$ cat config.mk
export PLATFORM = sky130hd
export DESIGN_NAME = seq_chunk_adder
export DESIGN_NICKNAME = d
export VERILOG_FILES = /design/src/rtl/seq_chunk_adder_pkg.sv /design/src/rtl/seq_chunk_adder_chunk_adder.sv /design/src/rtl/seq_chunk_adder.sv
export SDC_FILE = /design/constraint.sdc
export NUM_CORES = 1
export LEC_CHECK = 0
export ABC_AREA = 1
export CAP_MARGIN = 40
export CELL_PAD_IN_SITES_DETAIL_PLACEMENT = 1
export CELL_PAD_IN_SITES_GLOBAL_PLACEMENT = 2
export CORE_AREA = 5 5 101 103
export DETAILED_ROUTE_END_ITERATION = 8
export DIE_AREA = 0 0 106 108
export PLACE_DENSITY = 0.77
export SLEW_MARGIN = 25
export SYNTH_ARGS = -nofsm -noshare
export SYNTH_HDL_FRONTEND = slang
export SYNTH_SLANG_ARGS = --single-unit
export TNS_END_PERCENT = 10
$ cat constraint.sdc
create_clock -name clk -period 4.27 [get_ports clk]
set_input_delay 0.427 -clock clk [delete_from_list [all_inputs] [get_ports clk]]
set_output_delay 0.427 -clock clk [all_outputs]
set_load 0.1 [all_outputs]
$ cat src/rtl/seq_chunk_adder_pkg.sv
// Shared types and sizing helpers for the chunked sequential adder.
// The SEQ_CHUNK_ADDER_SUB_EN build adds a subtract-mode input to the top.
package seq_chunk_adder_pkg;

    typedef enum logic [1:0] {
        IDLE,
        BUSY,
        DONE
    } state_t;

    function automatic int num_chunks(input int width, input int chunk);
        return width / chunk;
    endfunction

    function automatic int cnt_width(input int n);
        return (n > 1) ? $clog2(n) : 1;
    endfunction

    localparam int WIDTH_DEF = 16;
    localparam int CHUNK_DEF = 4;
    localparam int N_DEF     = num_chunks(WIDTH_DEF, CHUNK_DEF);

endpackage

$ cat src/rtl/seq_chunk_adder_chunk_adder.sv
// CHUNK-bit ripple-carry slice; also exposes the carry into its MSB
// so the caller can form signed overflow.
module chunk_adder #(
    parameter int CHUNK = 4
) (
    input  logic [CHUNK-1:0] a,
    input  logic [CHUNK-1:0] b,
    input  logic             cin,
    output logic [CHUNK-1:0] s,
    output logic             cout,
    output logic             cmsb
);

    logic [CHUNK:0] c;

    assign c[0] = cin;

    for (genvar i = 0; i < CHUNK; i++) begin : g_bit
        assign s[i]   = a[i] ^ b[i] ^ c[i];
        assign c[i+1] = (a[i] & b[i]) | (c[i] & (a[i] ^ b[i]));
    end

    assign cout = c[CHUNK];
    assign cmsb = c[CHUNK-1];

endmodule

$ cat src/rtl/seq_chunk_adder.sv
// Multi-cycle valid/ready adder: one CHUNK-bit slice per clock, carry registered.
// Define SEQ_CHUNK_ADDER_SUB_EN to add the `sub` port (A + ~B + 1).
module seq_chunk_adder
    import seq_chunk_adder_pkg::*;
#(
    parameter int WIDTH = WIDTH_DEF,
    parameter int CHUNK = CHUNK_DEF
) (
    input  logic             clk,
    input  logic             rst_n,
    input  logic             in_valid,
    output logic             in_ready,
`ifdef SEQ_CHUNK_ADDER_SUB_EN
    input  logic             sub,
`endif
    input  logic [WIDTH-1:0] a,
    input  logic [WIDTH-1:0] b,
    input  logic             cin,
    output logic             out_valid,
    input  logic             out_ready,
    output logic [WIDTH-1:0] sum,
    output logic             cout,
    output logic             ovf
);

    localparam int N  = num_chunks(WIDTH, CHUNK);
    localparam int CW = cnt_width(N);

    if (CHUNK < 1 || WIDTH < CHUNK || (WIDTH % CHUNK) != 0) begin : g_bad_cfg
        $error("seq_chunk_adder: WIDTH must be a positive multiple of CHUNK");
    end

    state_t           state;
    state_t           state_nxt;
    logic [WIDTH-1:0] a_r;
    logic [WIDTH-1:0] b_r;
    logic             carry;
    logic [CW-1:0]    cnt;
    logic [WIDTH-1:0] sum_r;
    logic             cout_r;
    logic             ovf_r;
    logic [WIDTH-1:0] b_eff;
    logic             cin_eff;
    logic [CHUNK-1:0] a_c;
    logic [CHUNK-1:0] b_c;
    logic [CHUNK-1:0] s_sum;
    logic             s_cout;
    logic             s_cmsb;
    logic             last;

`ifdef SEQ_CHUNK_ADDER_SUB_EN
    assign b_eff   = sub ? ~b : b;
    assign cin_eff = sub ? 1'b1 : cin;
`else
    assign b_eff   = b;
    assign cin_eff = cin;
`endif

    assign last = (cnt == CW'(N - 1));

    always_ff @(posedge clk or negedge rst_n) begin
        if (!rst_n) state <= IDLE;
        else        state <= state_nxt;
    end

    always_comb begin
        state_nxt = state;
        case (state)
            IDLE:    if (in_valid)  state_nxt = BUSY;
            BUSY:    if (last)      state_nxt = DONE;
            DONE:    if (out_ready) state_nxt = IDLE;
            default:                state_nxt = IDLE;
        endcase
    end

    always_comb begin
        in_ready  = (state == IDLE);
        out_valid = (state == DONE);
    end

    always_comb begin
        a_c = '0;
        b_c = '0;
        for (int i = 0; i < N; i++) begin
            if (cnt == CW'(i)) begin
                a_c = a_r[i*CHUNK +: CHUNK];
                b_c = b_r[i*CHUNK +: CHUNK];
            end
        end
    end

    chunk_adder #(.CHUNK(CHUNK)) u_slice (
        .a    (a_c),
        .b    (b_c),
        .cin  (carry),
        .s    (s_sum),
        .cout (s_cout),
        .cmsb (s_cmsb)
    );

    always_ff @(posedge clk or negedge rst_n) begin
        if (!rst_n) begin
            a_r    <= '0;
            b_r    <= '0;
            carry  <= 1'b0;
            cnt    <= '0;
            sum_r  <= '0;
            cout_r <= 1'b0;
            ovf_r  <= 1'b0;
        end else begin
            case (state)
                IDLE: begin
                    if (in_valid) begin
                        a_r   <= a;
                        b_r   <= b_eff;
                        carry <= cin_eff;
                        cnt   <= '0;
                    end
                end
                BUSY: begin
                    carry <= s_cout;
                    for (int i = 0; i < N; i++) begin
                        if (cnt == CW'(i)) sum_r[i*CHUNK +: CHUNK] <= s_sum;
                    end
                    if (last) begin
                        cout_r <= s_cout;
                        ovf_r  <= s_cmsb ^ s_cout;
                    end else begin
                        cnt <= cnt + 1'b1;
                    end
                end
                default: ;
            endcase
        end
    end

    assign sum  = sum_r;
    assign cout = cout_r;
    assign ovf  = ovf_r;

endmodule

=== After elaboration in Yosys (flattened, before gate mapping) ===
Index checks and enable logic that the tools add are counted.

* Memories: 0
* RAM bits: 0
* Input port bits: 37
* Logic and storage cells: 70
* Register bits after elaboration: 55
* Memory bits (read-only): 0
* Latch bits: 0

* Muxes and demuxes: 17
* Div/mod/pow operators: 0
* Bitwise logic cells: 21
* Eq/ne operators: 9
* Reductions and logical operators: 11
* Magnitude comparators: 0
* Shifts and indexed selects: 0
* Add/sub/neg operators: 1
* Multipliers: 0

{| class="wikitable"
|+ Operator list
! operator !! number
|-
| $mux 4 || 8
|-
| $reduce_and 2->1 || 6
|-
| $mux 2 || 5
|-
| $xor 1x1->1 || 9
|-
| $and 1x1->1 || 8
|-
| $eq 2x2->1 const B || 3
|-
| $ne 2x2->1 const B || 3
|-
| $pmux 2 s3 || 1
|-
| $reduce_and 3->1 || 2
|-
| $eq 2x1->1 const B || 2
|-
| $logic_not 2->1 || 2
|-
| $or 1x1->1 || 4
|-
| $pmux 2 s2 || 1
|-
| $add 2x1->2 const B || 1
|-
| $ne 2x1->1 const B || 1
|-
| $pmux 1 s2 || 1
|-
| $reduce_bool 2->1 || 1
|-
| $mux 1 || 1
|}

=== Logic depth before layout (Yosys ltp) ===
Gate-level depths: netlist of run 1.

* Word-level depth: 15
* Gate-level depth with buffers: 17

=== Modules after synthesis ===
A second synthesis of run 1 with hierarchy kept.

* Cells, all modules: 324
* Area total of the unflattened synthesis: 2655.0 um^2

{| class="wikitable"
|+ Modules (own cells, without submodules)
! module !! area each (um^2) !! cells an instance !! times used
|-
| seq_chunk_adder || 2544.9 || 312 || 1
|-
| chunk_adder || 110.1 || 12 || 1
|}

=== Worst setup path before layout of run 1 ===
No wires, ideal clock.

* Path type: register to register
* From: register cnt[0]
* To: register carry
* Arrival time: 2931 ps
* Slack: 1222 ps
* Period minus slack after synthesis: 3048 ps
* Cell stages (with the launch flop): 17
* Setup time: 117 ps
* Buffers on the path: 1
* Data required time: 4153 ps
* Cell sequence: dfrtp_1 > inv_1 > ha_1 > buf_2 > inv_1 > nor2_1 > nor2_1 > a21boi_0 > fa_1 > inv_1 > fa_1 > fa_1 > fa_1 > inv_1 > o21ai_0 > nand2_1 > nand2_1

* Cells in the longest elaborated chain, start to end: 15

{| class="wikitable"
|+ Ends and longest elaborated chain
! item !! line !! text
|-
| start: declaration || seq_chunk_adder.sv:38 || <nowiki>logic [CW-1:0] cnt;</nowiki>
|-
| start signal: assignment || seq_chunk_adder.sv:129 || <nowiki>cnt <= cnt + 1'b1;</nowiki>
|-
| $logic_not 2->1 || seq_chunk_adder.sv:85 || <nowiki>if (cnt == CW'(i)) begin</nowiki>
|-
| $mux 4 (4 in series) || seq_chunk_adder.sv:85 ||
|-
| $xor 1x1->1 || seq_chunk_adder_chunk_adder.sv:20 || <nowiki>assign c[i+1] = (a[i] & b[i]) | (c[i] & (a[i] ^ b[i]));</nowiki>
|-
| $and 1x1->1 || seq_chunk_adder_chunk_adder.sv:20 ||
|-
| $or 1x1->1 || seq_chunk_adder_chunk_adder.sv:20 ||
|-
| $and 1x1->1 || seq_chunk_adder_chunk_adder.sv:20 ||
|-
| $or 1x1->1 || seq_chunk_adder_chunk_adder.sv:20 ||
|-
| $and 1x1->1 || seq_chunk_adder_chunk_adder.sv:20 ||
|-
| $or 1x1->1 || seq_chunk_adder_chunk_adder.sv:20 ||
|-
| $and 1x1->1 || seq_chunk_adder_chunk_adder.sv:20 ||
|-
| $or 1x1->1 (*) || seq_chunk_adder_chunk_adder.sv:20 ||
|-
| net s_cout || seq_chunk_adder.sv:47 || <nowiki>logic s_cout;</nowiki>
|-
| $pmux 1 s2 (*) || seq_chunk_adder.sv:111 || <nowiki>case (state)</nowiki>
|-
| end signal: assignment || seq_chunk_adder.sv:116 || <nowiki>carry <= cin_eff;</nowiki>
|-
| end signal: assignment || seq_chunk_adder.sv:121 || <nowiki>carry <= s_cout;</nowiki>
|-
| end: declaration || seq_chunk_adder.sv:37 || <nowiki>logic carry;</nowiki>
|}

Mark *: on every way through the listed nets, which the timed path passes. The rest lies on a longest branch.
A chain may end at the register's enable or synchronous reset.

=== Worst setup path in the final report of run 1 ===
* From: register cnt[0]
* To: register sum_r[11], in the netlist sum[11]

* Cells in the longest elaborated chain, start to end: 13

{| class="wikitable"
|+ Ends and longest elaborated chain
! item !! line !! text
|-
| $logic_not 2->1 || seq_chunk_adder.sv:85 ||
|-
| $mux 4 (4 in series) || seq_chunk_adder.sv:85 ||
|-
| $xor 1x1->1 || seq_chunk_adder_chunk_adder.sv:20 ||
|-
| $and 1x1->1 || seq_chunk_adder_chunk_adder.sv:20 ||
|-
| $or 1x1->1 || seq_chunk_adder_chunk_adder.sv:20 ||
|-
| $and 1x1->1 || seq_chunk_adder_chunk_adder.sv:20 ||
|-
| $or 1x1->1 || seq_chunk_adder_chunk_adder.sv:20 ||
|-
| $and 1x1->1 || seq_chunk_adder_chunk_adder.sv:20 ||
|-
| $or 1x1->1 || seq_chunk_adder_chunk_adder.sv:20 ||
|-
| $xor 1x1->1 (*) || seq_chunk_adder_chunk_adder.sv:19 || <nowiki>assign s[i] = a[i] ^ b[i] ^ c[i];</nowiki>
|-
| net s_sum[3] || seq_chunk_adder.sv:46 || <nowiki>logic [CHUNK-1:0] s_sum;</nowiki>
|-
| end signal: indexed assignment || seq_chunk_adder.sv:123 || <nowiki>if (cnt == CW'(i)) sum_r[i*CHUNK +: CHUNK] <= s_sum;</nowiki>
|-
| end: declaration || seq_chunk_adder.sv:39 || <nowiki>logic [WIDTH-1:0] sum_r;</nowiki>
|}

Marks and branches as above.

==> results of run 1 <==
-- sequential cells by signal, indices dropped and copies added (netlist names) --
signal  flops
b_r        16
sum        16
cnt         2
a_r        16
carry       1
cout        1
state       2
ovf         1
-- final cells by class --
type	count	share of cell area (%)
multi-input combinational	220	28.8
timing repair buffer	80	24.4
clock inverter	3	1.21
tap	111	3.82
clock buffer	5	1.89
inverter	20	2.07
sequential	55	37.9
-- synth_stat cells --
| library cell | number | area (sq um) |
|---|---|---|
| o31ai_1 | 1 | 7.51 |
| nor2_1 | 19 | 71.3 |
| inv_1 | 20 | 75.1 |
| buf_2 | 7 | 35.0 |
| nand3_1 | 36 | 180 |
| a21oi_1 | 17 | 85.1 |
| dfrtp_1 | 55 | 1380 |
| ha_1 | 4 | 50.1 |
| fa_1 | 4 | 80.1 |
| o21ai_0 | 15 | 75.1 |
| or2_2 | 1 | 6.26 |
| xnor2_1 | 1 | 8.76 |
| nand2_2 | 1 | 6.26 |
| nor2_4 | 1 | 11.3 |
| a21boi_0 | 1 | 7.51 |
| clkbuf_1 | 2 | 7.51 |
| buf_1 | 2 | 7.51 |
| nand2_1 | 114 | 428 |
| buf_4 | 4 | 30.0 |
| o21ai_1 | 5 | 25.0 |
-- critical path, cell delays in order (launching register included) --
cell and delay, ns:
dfrtp_1 0.43, inv_1 0.09, ha_1 0.37, inv_1 0.22, nor2_1 0.13, nor2_1 0.05, a21boi_0 0.30, fa_1 0.23
inv_1 0.05, fa_1 0.37, fa_1 0.43, fa_1 0.50, inv_1 0.07, o21ai_0 0.17
-- kinds of logic (layout without fill, tap and decap cells) --
kind of cell    Yosys count  count (layout)  synth area share [%]
compound gates           39              39                  7.78
xor+xnor                  1               1                 0.340
fa+ha+maj                 8               8                  5.06
buf+inv                  35             108                  6.03
flops                    55              55                  53.5
simple gates            172             172                  27.3
-- through the flow --
step | setup WS [ns] | instances | util (%)
CTS | 0.750 | 494 | 39.9
floorplan | 1.22 | 310 | -
global placement | 0.873 | 466 | 35.4
finish | 0.786 | 494 | 39.9
global route | 0.489 | 494 | 39.9
detailed placement | 0.784 | 486 | 38.7
-- metal layers --
metal  vias to the layer above  part of all wire, %  routed length, um  track usage, %
met4                         0                  2.1                143            3.79
met1                      1080                   47               3240            16.7
li1                       1123                    -                  -               -
met2                        56                   48               3320            21.2
met3                        10                  3.6                250            2.51
met5                         -                    0                  0               0
-- worst max path at each step --
| stage | to | slack (ns) | cells after the start |
|---|---|---|---|
| 4_1_cts | sum[11] | 0.75 | 13 |
| 2_1_floorplan | carry | 1.22 | 16 |
| 6_report | sum[11] | 0.79 | 13 |
| 5_1_grt | sum[11] | 0.49 | 13 |
| 3_3_place_gp | carry | 0.87 | 15 |
| 3_5_place_dp | sum[11] | 0.78 | 13 |
==> impl_metrics.ini, run 1 <==
[run_status]
outcome = completed

[die]
rows = 35
coreArea_sq_mm = 0.00911
die_h_um = 108
top_level_ports = 57
die_area_sq_mm = 0.0114
start_util_pct = 28.3
die_x_um = 106

[cts]
ctsHoldBuffers = 0
clk_pin_slew_ns = 0.10
clockBufferDepth = 2
cts_tree = done
cts-root-buf = clkbuf_8
cts_buffers = 5
clk_latency_ns = 0.31
cts_htree_levels = 2
cts_resized = 0
post-cts-setup-buffers = 0
cts_sinks = 55

[routing]
avgViaCountPerCell = 4.59
first_iter_violations = 109
dr_total_vias = 2269
wl_per_cell_um = 14.1
drc = 0
drt-total-wl_um = 6950
dr.pass1.iters = 4
postRouteAntennaNets = 0

[global_route]
grt_pass1_wl_um = 11700
grt_usage_pct = 12.7
antenna_found_initial = 0
grt_pass1_vias = 2357
grt_overflow = 0
grt_max_degree = 56

[layout]
antenna_cells = 0
num-nets-final = 427
drive_above_1_share_pct = 9.66
final_common_cell = nand2_1
ff_latch_area_sq_mm = 0.00138
design_area_sq_mm = 0.00363
multi_input_area_sq_mm = 0.00104
fill_cells = 1058
final_cell_mix = nand2_1 (114), dfrtp_1 (55), clkdlybuf4s50_1 (55)
area_delta_synth_final_pct = 41.2

[setup_path]
start_kind = flop
arrival_ns = 3.72
worstPathMaxFanout = 10
crit_type = reg2reg
crit_required_ns = 4.50
rrSetupSlack_ns = 0.79
rr_worst_depth = 13
startpoint = cnt[0]
reg2reg_from = cnt[0]
endpoint_kind = flop
reg2reg_to = sum[11]

[flow_run]
drv_cap = 0

[timing]
fmax_mhz = 287
finalClockSkew_ns = 0.00842
min_period_ns = 3.48
drv_slew = 0
finalHoldViolCount = 0
rsz0062_at_grt = no
finalSetupViolCount = 0
finalSetupTns_ns = 0
fin_hold_ws_ns = 0.245
relSlewSlack_pct = 52.8
worstMarginPinSlew_ns = 0.709
fin_crit_sh_pct = 81.6

[synth]
ys_seq_area_share_pct = 53.5
synth_nets = 355
yosysUniqueCellTypes = 20
netlist_instances = 310
ys_seq_elements = 55
syn_avg_cell_area_sq_um = 8.30
ys.warnings.count = 0
syn_area_sq_mm = 0.00257

[place]
hpwl_um = 5320
post_dp_cell_area_sq_mm = 0.00352
place_congestion = 0.877
numPortBuffers = 56

[min_path]
hold_path_class = in2async
Power of run 1 is left out: the tool's default activity adds up to more than one toggle a clock period on the data nets, which glitch-free logic cannot reach.
==> run 2, diff against run 1 <==
- CORE_AREA: 5 5 101 103 -> 5 5 106 108
- DIE_AREA: 0 0 106 108 -> 0 0 111 113
- PLACE_DENSITY: 0.77 -> 0.73
- clock period: 4.27 -> 2.9 ns (I/O delays scaled with it)
==> impl_metrics.ini, run 2 (synthesis results as in run 1) <==
[setup_path]
rr_worst_depth = 11
reg2reg_to = sum[3]
worstPathMaxFanout = 5
arrival_ns = 3.12
endpoint_kind = flop
rrSetupSlack_ns = 0.01
crit_required_ns = 3.14
crit_type = reg2reg
reg2reg_from = cnt[1]
start_kind = flop

[timing]
relSlewSlack_pct = 57.1
finalSetupViolCount = 0
fmax_mhz = 347
rsz0062_at_grt = yes
min_period_ns = 2.89
finalHoldViolCount = 21
worstMarginPinSlew_ns = 0.643
drv_slew = 0
finalClockSkew_ns = 0.00793
fin_hold_ws_ns = -0.00942
fin_crit_sh_pct = 99.5

[cts]
cts_sinks = 55
cts_tree = done
clockBufferDepth = 2
ctsHoldBuffers = 0
cts-root-buf = clkbuf_8
clk_pin_slew_ns = 0.10
cts_buffers = 5
clk_latency_ns = 0.32
cts_htree_levels = 2

[routing]
postRouteAntennaNets = 0
first_iter_violations = 85
drc = 0
routed-wl-met3_um = 243
met2_length_um = 3440
avgViaCountPerCell = 4.30
dr_total_vias = 2210
top_layer = met4
drt-total-wl_um = 7300
wl_per_cell_um = 14.2
dr.pass1.iters = 4
drt-met1-wl_um = 3520

[layout]
area_delta_synth_final_pct = 35.7
drive_above_1_share_pct = 17.2
antenna_cells = 0
final_cell_mix = nand2_1 (114), dfrtp_1 (53), buf_4 (39)
num-nets-final = 422
ff_latch_area_sq_mm = 0.00138
final_common_cell = nand2_1
multi_input_area_sq_mm = 0.00109
utilization_pct = 34.5
fill_cells = 1220

[global_route]
grt_pass1_wl_um = 12100
grt_max_degree = 43
antenna_found_initial = 0
grt_pass1_vias = 2360
grt_usage_pct = 11.9
grt_overflow = 0

[die]
die_x_um = 111
coreArea_sq_mm = 0.0101
start_util_pct = 25.4
top_level_ports = 57
die_area_sq_mm = 0.0125
rows = 37
die_h_um = 113

[place]
place_congestion = 0.845
hpwl_um = 5580
numPortBuffers = 56

[min_path]
hold_path_class = in2async

[run_status]
violations = negative hold slack
outcome = complete, but fails checks

[flow_run]
drv_cap = 0
[run 2: cell types whose count changed in the layout (fill, tap and decap cells not counted), sizes merged]
cell and change:
clkbuf +1, clkdlybuf4s50 -20, clkinv -2, bufinv +1
buf +15
[run 2: cell type report]
cell class / count / share of cell area [%]
clock inverter: 2 / 1.72
tap: 136 / 4.87
inverter: 20 / 2.15
sequential: 55 / 39.5
timing repair buffer: 75 / 18.6
clock buffer: 6 / 2.08
multi-input combinational: 220 / 31.2
[run 2: metal layers]
metal / up-vias / GRT usage, %
li1: 1118 / -
met5: - / 0
met3: 9 / 2.51
met1: 1037 / 15.6
met2: 46 / 19.9
met4: 0 / 3.28
[run 2: repair_timing]
item / CTS / global route
pin swaps: 0 / 2
resized for setup: 4 / 12
setup buffers: 2 / 0
endpoints found under the setup margin: 6 / 7
endpoints found under the hold margin: 0 / 0
gates cloned: 0 / 0
[run 2: worst max-delay path by stage]
stage | from | endpoint | slack, ns | depth (start not counted)
final | cnt[1] | sum[3] | 0.01 | 11
after global routing | cnt[0] | sum[3] | -0.12 | 14
after CTS | cnt[1] | carry | -0.04 | 15
after detailed placement | cnt[1] | carry | -0.12 | 15
after global placement | cnt[0] | carry | 0.003 | 14
after floorplan | cnt[0] | carry | 0.04 | 16
[run 2: per-stage QoR]
step	cell area, sq um	hold WS (ns)	setup WS (ns)	setup TNS, ns	cells
detailed placement	3300	0.354	-0.115	-0.531	504
global route	3490	0.0456	-0.123	-0.530	514
global placement	3300	0.354	0.00330	0	504
floorplan	2580	-0.00559	0.0355	0	310
CTS	3460	0.00819	-0.0372	-0.125	514
finish	3490	-0.00942	0.0147	0	514
[run 2: worst max-delay path: stages (launching register included)]
cell	delay [ns]
dfrtp_2	0.43
ha_2	0.25
inv_1	0.06
or2_2	0.27
nand2_1	0.09
fa_1	0.16
inv_1	0.05
fa_2	0.34
fa_2	0.39
fa_2	0.54
inv_1	0.07
o21ai_0	0.15
Power of run 2 is left out for the same reason.
